## src/rtl/clock_pkg.sv

```systemverilog
// Shared BCD definitions: digit type, largest decimal digit, and an
// integer-to-BCD helper used to build the terminal count of the counter.
package clock_pkg;

    typedef logic [3:0] bcd_digit_t;

    localparam bcd_digit_t BCD_MAX_DIGIT = 4'd9;
    localparam int         MAX_DIGITS    = 4;

    // Converts a non-negative integer into packed BCD, least-significant digit in [3:0]
    function automatic logic [4*MAX_DIGITS-1:0] int_to_bcd(input int value);
        logic [4*MAX_DIGITS-1:0] result;
        int                      remaining;
        result    = '0;
        remaining = value;
        for (int i = 0; i < MAX_DIGITS; i++) begin
            result[4*i +: 4] = bcd_digit_t'(remaining % 10);
            remaining        = remaining / 10;
        end
        return result;
    endfunction

endpackage

```

## src/rtl/bcd_digit.sv

```systemverilog
// One decimal digit of next-value logic for an up/down BCD chain.
// The digit steps when its carry-in is set and ripples a carry/borrow onward;
// when the whole counter wraps, every digit loads its wrap value instead.
module bcd_digit
    import clock_pkg::*;
(
    input  logic       up,
    input  logic       cin,
    input  logic       wrap,
    input  logic [3:0] wrap_val,
    input  logic [3:0] d,
    output logic [3:0] nxt,
    output logic       cout
);

    // Next digit value: global wrap overrides, otherwise step with decimal carry/borrow
    always_comb begin
        nxt  = d;
        cout = 1'b0;
        if (wrap) begin
            nxt = wrap_val;
        end else if (cin) begin
            if (up) begin
                if (d >= BCD_MAX_DIGIT) begin
                    nxt  = 4'd0;
                    cout = 1'b1;
                end else begin
                    nxt = d + 4'd1;
                end
            end else begin
                if (d == 4'd0) begin
                    nxt  = BCD_MAX_DIGIT;
                    cout = 1'b1;
                end else begin
                    nxt = d - 4'd1;
                end
            end
        end
    end

endmodule

```

## src/rtl/bcd_mod_counter.sv

```systemverilog
// Up/down BCD counter over 0..MODULUS-1 built from a chain of bcd_digit cells.
// tc is combinational for same-cycle cascading; co is a registered wrap pulse.
// Optional feature macro: BCD_MOD_COUNTER_LOAD_EN adds a synchronous preset
// (load, load_val) with a registered invalid-preset pulse (load_err).
module bcd_mod_counter
    import clock_pkg::*;
#(
    parameter int DIGITS  = 2,
    parameter int MODULUS = 60
) (
    input  logic                  clk,
    input  logic                  rst,
    input  logic                  en,
    input  logic                  up,
`ifdef BCD_MOD_COUNTER_LOAD_EN
    input  logic                  load,
    input  logic [4*DIGITS-1:0]   load_val,
    output logic                  load_err,
`endif
    output logic [4*DIGITS-1:0]   q,
    output logic                  tc,
    output logic                  co
);

    localparam int                      W        = 4 * DIGITS;
    localparam logic [4*MAX_DIGITS-1:0] MAX_FULL = int_to_bcd(MODULUS - 1);
    localparam logic [W-1:0]            MAX_BCD  = MAX_FULL[W-1:0];

    // A value is canonical when every digit is decimal and it lies below MODULUS;
    // with decimal digits, plain unsigned comparison matches numeric order.
    function automatic logic is_canonical(input logic [W-1:0] v);
        logic ok;
        ok = (v <= MAX_BCD);
        for (int i = 0; i < DIGITS; i++) begin
            if (v[4*i +: 4] > BCD_MAX_DIGIT) begin
                ok = 1'b0;
            end
        end
        return ok;
    endfunction

    logic          q_ok;
    logic          wrap_hit;
    logic [W-1:0]  q_next;
    logic [DIGITS:0] carry;

    assign q_ok     = is_canonical(q);
    assign wrap_hit = (up && (q == MAX_BCD)) || (!up && (q == '0));
    assign tc       = en & wrap_hit;
    assign carry[0] = 1'b1;

    // Digit chain: the least-significant digit always steps, higher digits follow its carry
    for (genvar i = 0; i < DIGITS; i++) begin : g_digit
        bcd_digit u_digit (
            .up       (up),
            .cin      (carry[i]),
            .wrap     (wrap_hit),
            .wrap_val (up ? 4'd0 : MAX_BCD[4*i +: 4]),
            .d        (q[4*i +: 4]),
            .nxt      (q_next[4*i +: 4]),
            .cout     (carry[i+1])
        );
    end

`ifdef BCD_MOD_COUNTER_LOAD_EN
    logic load_ok;
    assign load_ok = is_canonical(load_val);
`endif

    // Count register: preset wins over counting; a corrupt or overflowing count is cleared silently
    always_ff @(posedge clk or negedge rst) begin
        if (!rst) begin
            q  <= '0;
            co <= 1'b0;
`ifdef BCD_MOD_COUNTER_LOAD_EN
            load_err <= 1'b0;
`endif
        end else begin
            co <= 1'b0;
`ifdef BCD_MOD_COUNTER_LOAD_EN
            load_err <= 1'b0;
            if (load) begin
                if (load_ok) begin
                    q <= load_val;
                end else begin
                    load_err <= 1'b1;
                end
            end else
`endif
            if (en) begin
                if (!q_ok || carry[DIGITS]) begin
                    q <= '0;
                end else begin
                    q  <= q_next;
                    co <= wrap_hit;
                end
            end
        end
    end

endmodule

```

## config.mk

```make
export PLATFORM = sky130hd
export DESIGN_NAME = bcd_mod_counter
export DESIGN_NICKNAME = d
export VERILOG_FILES = /design/src/rtl/clock_pkg.sv /design/src/rtl/bcd_digit.sv /design/src/rtl/bcd_mod_counter.sv
export SDC_FILE = /design/constraint.sdc
export NUM_CORES = 1
export LEC_CHECK = 0
export CAP_MARGIN = 20
export CORE_MARGIN = 2
export CORE_UTILIZATION = 30
export DETAILED_ROUTE_END_ITERATION = 16
export GPL_TIMING_DRIVEN = 0
export PLACE_DENSITY_LB_ADDON = 0.15
export SLEW_MARGIN = 0
export SYNTH_ARGS = -nofsm -noshare
export SYNTH_HDL_FRONTEND = slang
export SYNTH_SLANG_ARGS = --single-unit
```

## constraint.sdc

```tcl
create_clock -name clk -period 4.1 [get_ports clk]
set_clock_uncertainty 0.05 [all_clocks]
set_input_delay 0.82 -clock clk [delete_from_list [all_inputs] [get_ports clk]]
set_output_delay 0.82 -clock clk [all_outputs]
set_load 0.05 [all_outputs]
```

==> out/results.txt, run 1 <==
Run status: complete, no violations
Hold Vio Cnt, Final: 0
FMAX: 0.254 GHz
Sink Count: 9
Max Slew Vio Count: 0
I/O pin count: 14
Cell family with most CP delay: buffers and inverters
Die width: 57.7 microns
Layout fillers: 292
Final setup fails: 0
Synth area leaders: dfrtp_1, ha_1, o21ai_0, nor2_1, inv_1
Antenna cells: 0
Global-route usage over all layers: 0.154
Buffers plus inverters on the worst setup path: 2
Final core utilization: 0.381
Final ANT Viol Nets: 0
Vias: 861
Main combinational cell family by area after synthesis: compound AO/OA/AOI/OAI gates
Starting Density: 0.314
Post-CTS sizing: 0
Simple-Gate Fraction of Synth Area: 0.237
Final WL: 2.23 mm
Hold-fix buffers, CTS: 0
Worst VDD drop: 0.000394 V
Synthesized Nets: 117
Fin nets: 134
Via/cell ratio: 5.63
P_leak: 0.440 nW
Max_cap viols: 0
Worst-Skew Late Latency: 0.26 ns
Post-Layout Cell Count: 153
Xor and xnor area share after synthesis: 0.0202
Pwr Density: 774 nW/um^2
GR Overflow Total: 0
Post-DP HPWL: 1.68 mm
Sequential share of the synthesized area: 0.260
Largest net degree at the start of global routing: 11
Cell variety after synth: 41
Area leader, netlist: dfrtp_1
Period minus WS final: 3.94 ns
Number of synthesized register bits: 9
Met1 global-route usage: 0.219
H-tree Lvls: 1
Post-synthesis instance area: 866 sq um
Post-synthesis mux area share: 0
DR DRC count: 0
Asr flop ratio synth: 1.00
Setup CP Type: input port to output pin
CP max FO: 5
Area delta synth->final: 21.4%
Setup TNS: 0 ns
Synth Area per Inst: 8.17 sq um
Crit path cell chain: clkdlybuf4s50_1 > nor4b_1 > nand3_1 > and2_1 > nor2_1 > clkdlybuf4s50_1
WP data arrival: 3.07 ns
Post-synth EDFFs: 0
Cells after DPL: 149
Fin crit share: 0.961
Crit. End Element: output pin
CTS Root Cell: clkbuf_4
CP startpoint kind: input port
Compound-Gate Fraction of Synth Area: 0.293
Height of the die: 57.7 microns
Slew at the pin closest to its max-slew limit: 0.498 ns
Slew headroom: 0.667
Clock transition at path regs: 0.07 ns
Synth Flop Type: dfrtp_1
Die ar.: 3330 sq um
IO Port Bufs: 12
Worst Hold Slack: 0.615 ns
Clock buffer depth: 2
Worst path max stage delay: 0.80 ns
M2 GR Usage: 0.242
Ys Warns: 0
Post-Synth Adder-Cell Area: 0.101
Synth top area share: 0.260
First DRT Iteration DRCs: 37
Rows: 19
WL/cell: 14.6 microns
Layout cells sized above 1: 0.0984
Most used cell, CP: clkdlybuf4s50_1
HP Class: register to register
RSZ-0062 raised after global routing: no
Initial antenna violation count: 0
GR Util met3: 0.0134
Drt first pass iters: 4
CORE AREA: 2760 sq um
TritonCTS clock tree: built
Placer Congestion: 0.786
Post-synth top cells: nor2_1, dfrtp_1, inv_1, nand2_1, o21ai_0
Total power: 0.813 mW
Vias in the first global route: 866
Post-CTS Setup Bufs: 0
Top-count cell post-synth: nor2_1
First-pass GRT wire length: 4.06 mm
CTS buffer count: 3
CP max-delay cell: clkdlybuf4s50_1
Post-Syn Instances: 106
Worst EP required: 3.23 ns
Most Used Layer, Global Route: met2
## cell usage in the layout (no fill, tap or decap), types with 2 or more instances in the layout
cell type,count
nor3_1,2
buf_4,3
xnor2_1,2
o31ai_1,2
nand4_1,3
clkbuf_4,3
inv_1,8
clkbuf_1,3
o22ai_1,4
a21o_1,2
dfrtp_1,9
o21ai_0,8
nand2_1,8
clkdlybuf4s50_1,12
nand3_1,4
ha_1,7
o211ai_1,3
a21oi_1,5
nor2_1,10
## routing by layer
metal	part of all wire	up-vias	wire length, microns
met4	0.013	0	29
li1	-	422	-
met3	0.051	4	113
met5	0	-	0
met2	0.46	29	1020
met1	0.48	406	1060
## final cells by class
cell class / instances / area [sq um] / share of cell area
plain buffers: 7 / 46.3 / 0.0440
inverters: 8 / 30.0 / 0.0286
multi-input cells: 82 / 564 / 0.537
flip-flops and latches: 9 / 225 / 0.214
clock buffers: 4 / 26.3 / 0.0250
repair buffers: 12 / 120 / 0.114
well taps: 31 / 38.8 / 0.0369
## path summary, 6_finish.rpt
path / start / endpoint / slack, ns / depth (start not counted)
setup / recovery: up / tc / 0.16 / 6
hold / removal: q[2] / q[2] / 0.61 / 2
setup reg to reg: q[0] / q[7] / 1.84 / 7
hold reg to reg: q[2] / q[2] / 0.61 / 2
max in group asynchronous: rst / q[3] / 2.91 / 1
min in group asynchronous: rst / co / 0.80 / 1
## state kept, by name, indices dropped and copies added (netlist names)
name and count:
q 8, co 1
## stage by stage
step                      worst slack, ns  instance area [sq um]
after floorplan                     0.882                    866
after global routing               0.0326                   1050
after global placement              0.127                   1020
after CTS                           0.152                   1050
after detailed placement            0.170                   1020
final                               0.161                   1050
## worst reg2reg max path, cell delays in order (launching register included)
cell and delay (ns):
dfrtp_1 0.45, inv_1 0.15, ha_1 0.32, nor4b_1 0.45, nand3_1 0.15, and2_1 0.23, a41o_1 0.20, a21o_1 0.17
## cells by family after synthesis
group | Yosys count
AO/OA/AOI/OAI | 36
buffers and inverters | 15
XOR/XNOR | 2
AND/OR/NAND/NOR | 37
flip-flops | 9
adder cells (fa/ha/maj) | 7
## report_power, final
part	internal [mW]	leakage [nW]	switching [mW]
Combinational	0.227	0.307	0.351
Sequential	0.120	0.118	0.0429
Clock	0.0376	0.0150	0.0346
(Power assumes the default switching activity.)
==> run 2: changes to the inputs <==
--- a/config.mk
+++ b/config.mk
@@ -6,11 +6,12 @@
 export NUM_CORES = 1
 export LEC_CHECK = 0
 export CAP_MARGIN = 20
-export CORE_MARGIN = 2
+export CORE_MARGIN = 1.5
 export CORE_UTILIZATION = 30
 export DETAILED_ROUTE_END_ITERATION = 16
 export GPL_TIMING_DRIVEN = 0
 export PLACE_DENSITY_LB_ADDON = 0.15
+export REMOVE_ABC_BUFFERS = 1
 export SLEW_MARGIN = 0
 export SYNTH_ARGS = -nofsm -noshare
 export SYNTH_HDL_FRONTEND = slang
==> run 2 against run 1 <==
Effect of this change:
- highest routed layer is now met3
- maximum frequency up 0.82%
- hold slack better by 0.033 ns
- setup slack better by 0.032 ns
- total power down 4.1%
- final area down 3.0%
- global-route usage down 1.3 points
- critical path type unchanged
==> out/results.txt, run 2 (synthesis gave the netlist of run 1 again) <==
DR DRC count: 0 (unchanged)
Max_cap viols: 0 (unchanged)
Sequential power share: 0.252 (+0.052)
RSZ-0062 raised after global routing: no
Worst EP required: 3.23 ns (about the same)
Setup CP Type: input port to output pin
CTS Root Cell: clkbuf_4
Fin nets: 128 (-4.5%)
Commonest non-fill, non-tap cell in the layout: clkdlybuf4s50_1
Period minus WS final: 3.91 ns (-0.0319 ns)
Pwr Density: 765 nW/um^2 (-1.1%)
First DRT Iteration DRCs: 12 (-68%)
Starting Density: 0.314 (unchanged)
Worst-Skew Late Latency: 0.26 ns (about the same)
Final ANT Viol Nets: 0 (unchanged)
Area delta synth->final: 17.8%
Total power: 0.780 mW (-4.1%)
Setup TNS: 0 ns (unchanged)
Clock buffer depth: 2 (unchanged)
Fin crit share: 0.953 (-0.00777)
Final critical-path setup slack: 0.193 ns (+0.0319 ns)
Hold-fix buffers, CTS: 0 (unchanged)
Slew at the pin closest to its max-slew limit: 0.753 ns (+0.256 ns)
Final WL: 2.07 mm (-7.2%)
Pre-CTS setup slack: -0.288 ns (-0.458 ns)
Clock power share: 0.086 (-0.003)
Vias in the first global route: 773 (-11%)
Run status: complete, no violations
Via/cell ratio: 5.45 (-3.2%)
CP max FO: 22 (+17)
Max Slew Vio Count: 0 (unchanged)
Placer Congestion: 0.789 (+0.34%)
Max FFs per register: 8 (unchanged)
Worst VDD drop: 0.000468 V (+19%)
Layout cells sized above 1: 0.0690 (-0.0294)
Crit. End Element: output pin
Largest net degree at the start of global routing: 23 (+12)
Power share of the combinational group: 0.662 (-0.049)
Slew headroom: 0.498 (-0.170)
WL/cell: 14.1 microns (-3.4%)
Sink Count: 9 (unchanged)
CORE AREA: 2760 sq um (unchanged)
IO Port Bufs: 13 (+1)
CTS buffer count: 3 (unchanged)
H-tree Lvls: 1 (unchanged)
Most frequent cells in the layout: clkdlybuf4s50_1, nor2_1, dfrtp_1
P_leak: 0.419 nW (-4.9%)
Clock transition at path regs: 0.06 ns (about the same)
Die ar.: 3220 sq um (-3.4%)
Vias: 801 (-7.0%)
Final setup fails: 0 (unchanged)
WP data arrival: 3.04 ns (-0.03 ns)
CP startpoint kind: input port
Hold Vio Cnt, Final: 0 (unchanged)
Drt first pass iters: 4 (unchanged)
Rows: 19 (unchanged)
Largest register by flop count: q
Antenna cells: 0 (unchanged)
FMAX: 0.256 GHz (+0.82%)
TritonCTS clock tree: built
HP Class: register to register
Switching component of the power: 0.415 mW (-3.1%)
Switching part of the total power: 0.532 (+0.00525)
Cell Int Power: 0.365 mW (-5.1%)
Post-CTS sizing: 2 (+2)
GR Overflow Total: 0 (unchanged)
Global-route usage over all layers: 0.141 (-0.0131)
Height of the die: 56.7 microns (-1.7%)
Post-CTS Setup Bufs: 0 (unchanged)
I/O pin count: 14 (unchanged)
Die width: 56.7 microns (-1.7%)
Top flop regs: q (8), co (1)
First-pass GRT wire length: 3.61 mm (-11%)
Initial antenna violation count: 0 (unchanged)
Post-DP HPWL: 1.47 mm (-12%)
[run 2: cell count changes in the layout (fill, tap and decap cells not counted), sizes merged]
cell / change
buf: -5
clkbuf: -2
dlygate4sd2: +1
[run 2: layout make-up]
type	instances	area [sq um]
Sequential cell	9	225
Fill cell	291	1740
Inverter	8	30.0
Clock buffer	4	26.3
Timing Repair Buffer	13	129
Multi-Input combinational cell	82	571
Tap cell	31	38.8
[run 2: path summary, 6_finish.rpt]
path,from,endpoint,slack [ns],cells past startpoint
max in group asynchronous,rst,q[0],2.92,1
min in group asynchronous,rst,q[5],0.80,1
hold / removal,q[7],q[7],0.65,1
setup / recovery,up,tc,0.19,6
hold reg to reg,q[7],q[7],0.65,1
setup reg to reg,q[1],q[3],1.93,7
[run 2: critical path: stages]
cell and delay, ns:
dlygate4sd2_1 0.48, nor4b_2 0.47, nand3_1 0.15, and2_1 0.22, nor2_1 0.10, clkdlybuf4s50_1 0.80
[run 2: per-layer routing]
layer,part of all wire,GRT usage,routed length [microns]
met5,0,0,0
met4,0,0.0102,0
met3,0.034,0.0507,70
met1,0.51,0.192,1060
met2,0.45,0.224,935
[run 2: power by group through the flow]
stage	registers, mW	clock network [mW]	logic [mW]
final	0.196	0.0674	0.516
after CTS	0.197	0.0689	0.517
after detailed placement	0.197	0	0.512
after floorplan	0.280	0	0.285
after global placement	0.197	0	0.513
after global routing	0.207	0.0754	0.567
[run 2: metrics by stage]
stage                     instances  hold slack (ns)   util  cell area, sq um
final                           147            0.648  0.370              1020
after global routing            147            0.683  0.370              1020
after CTS                       147            0.644  0.370              1020
after detailed placement        143            0.633  0.358               988
after global placement          143            0.626  0.358               988
after floorplan                  99            0.474      -               820
==> run 3: changes to the inputs <==
--- a/config.mk
+++ b/config.mk
@@ -9,6 +9,7 @@
 export CORE_MARGIN = 1.5
 export CORE_UTILIZATION = 30
 export DETAILED_ROUTE_END_ITERATION = 16
+export GPL_ROUTABILITY_DRIVEN = 0
 export GPL_TIMING_DRIVEN = 0
 export PLACE_DENSITY_LB_ADDON = 0.15
 export REMOVE_ABC_BUFFERS = 1
==> results of run 3 <==
The final DEF is identical to that of run 2; final timing and power are the same.
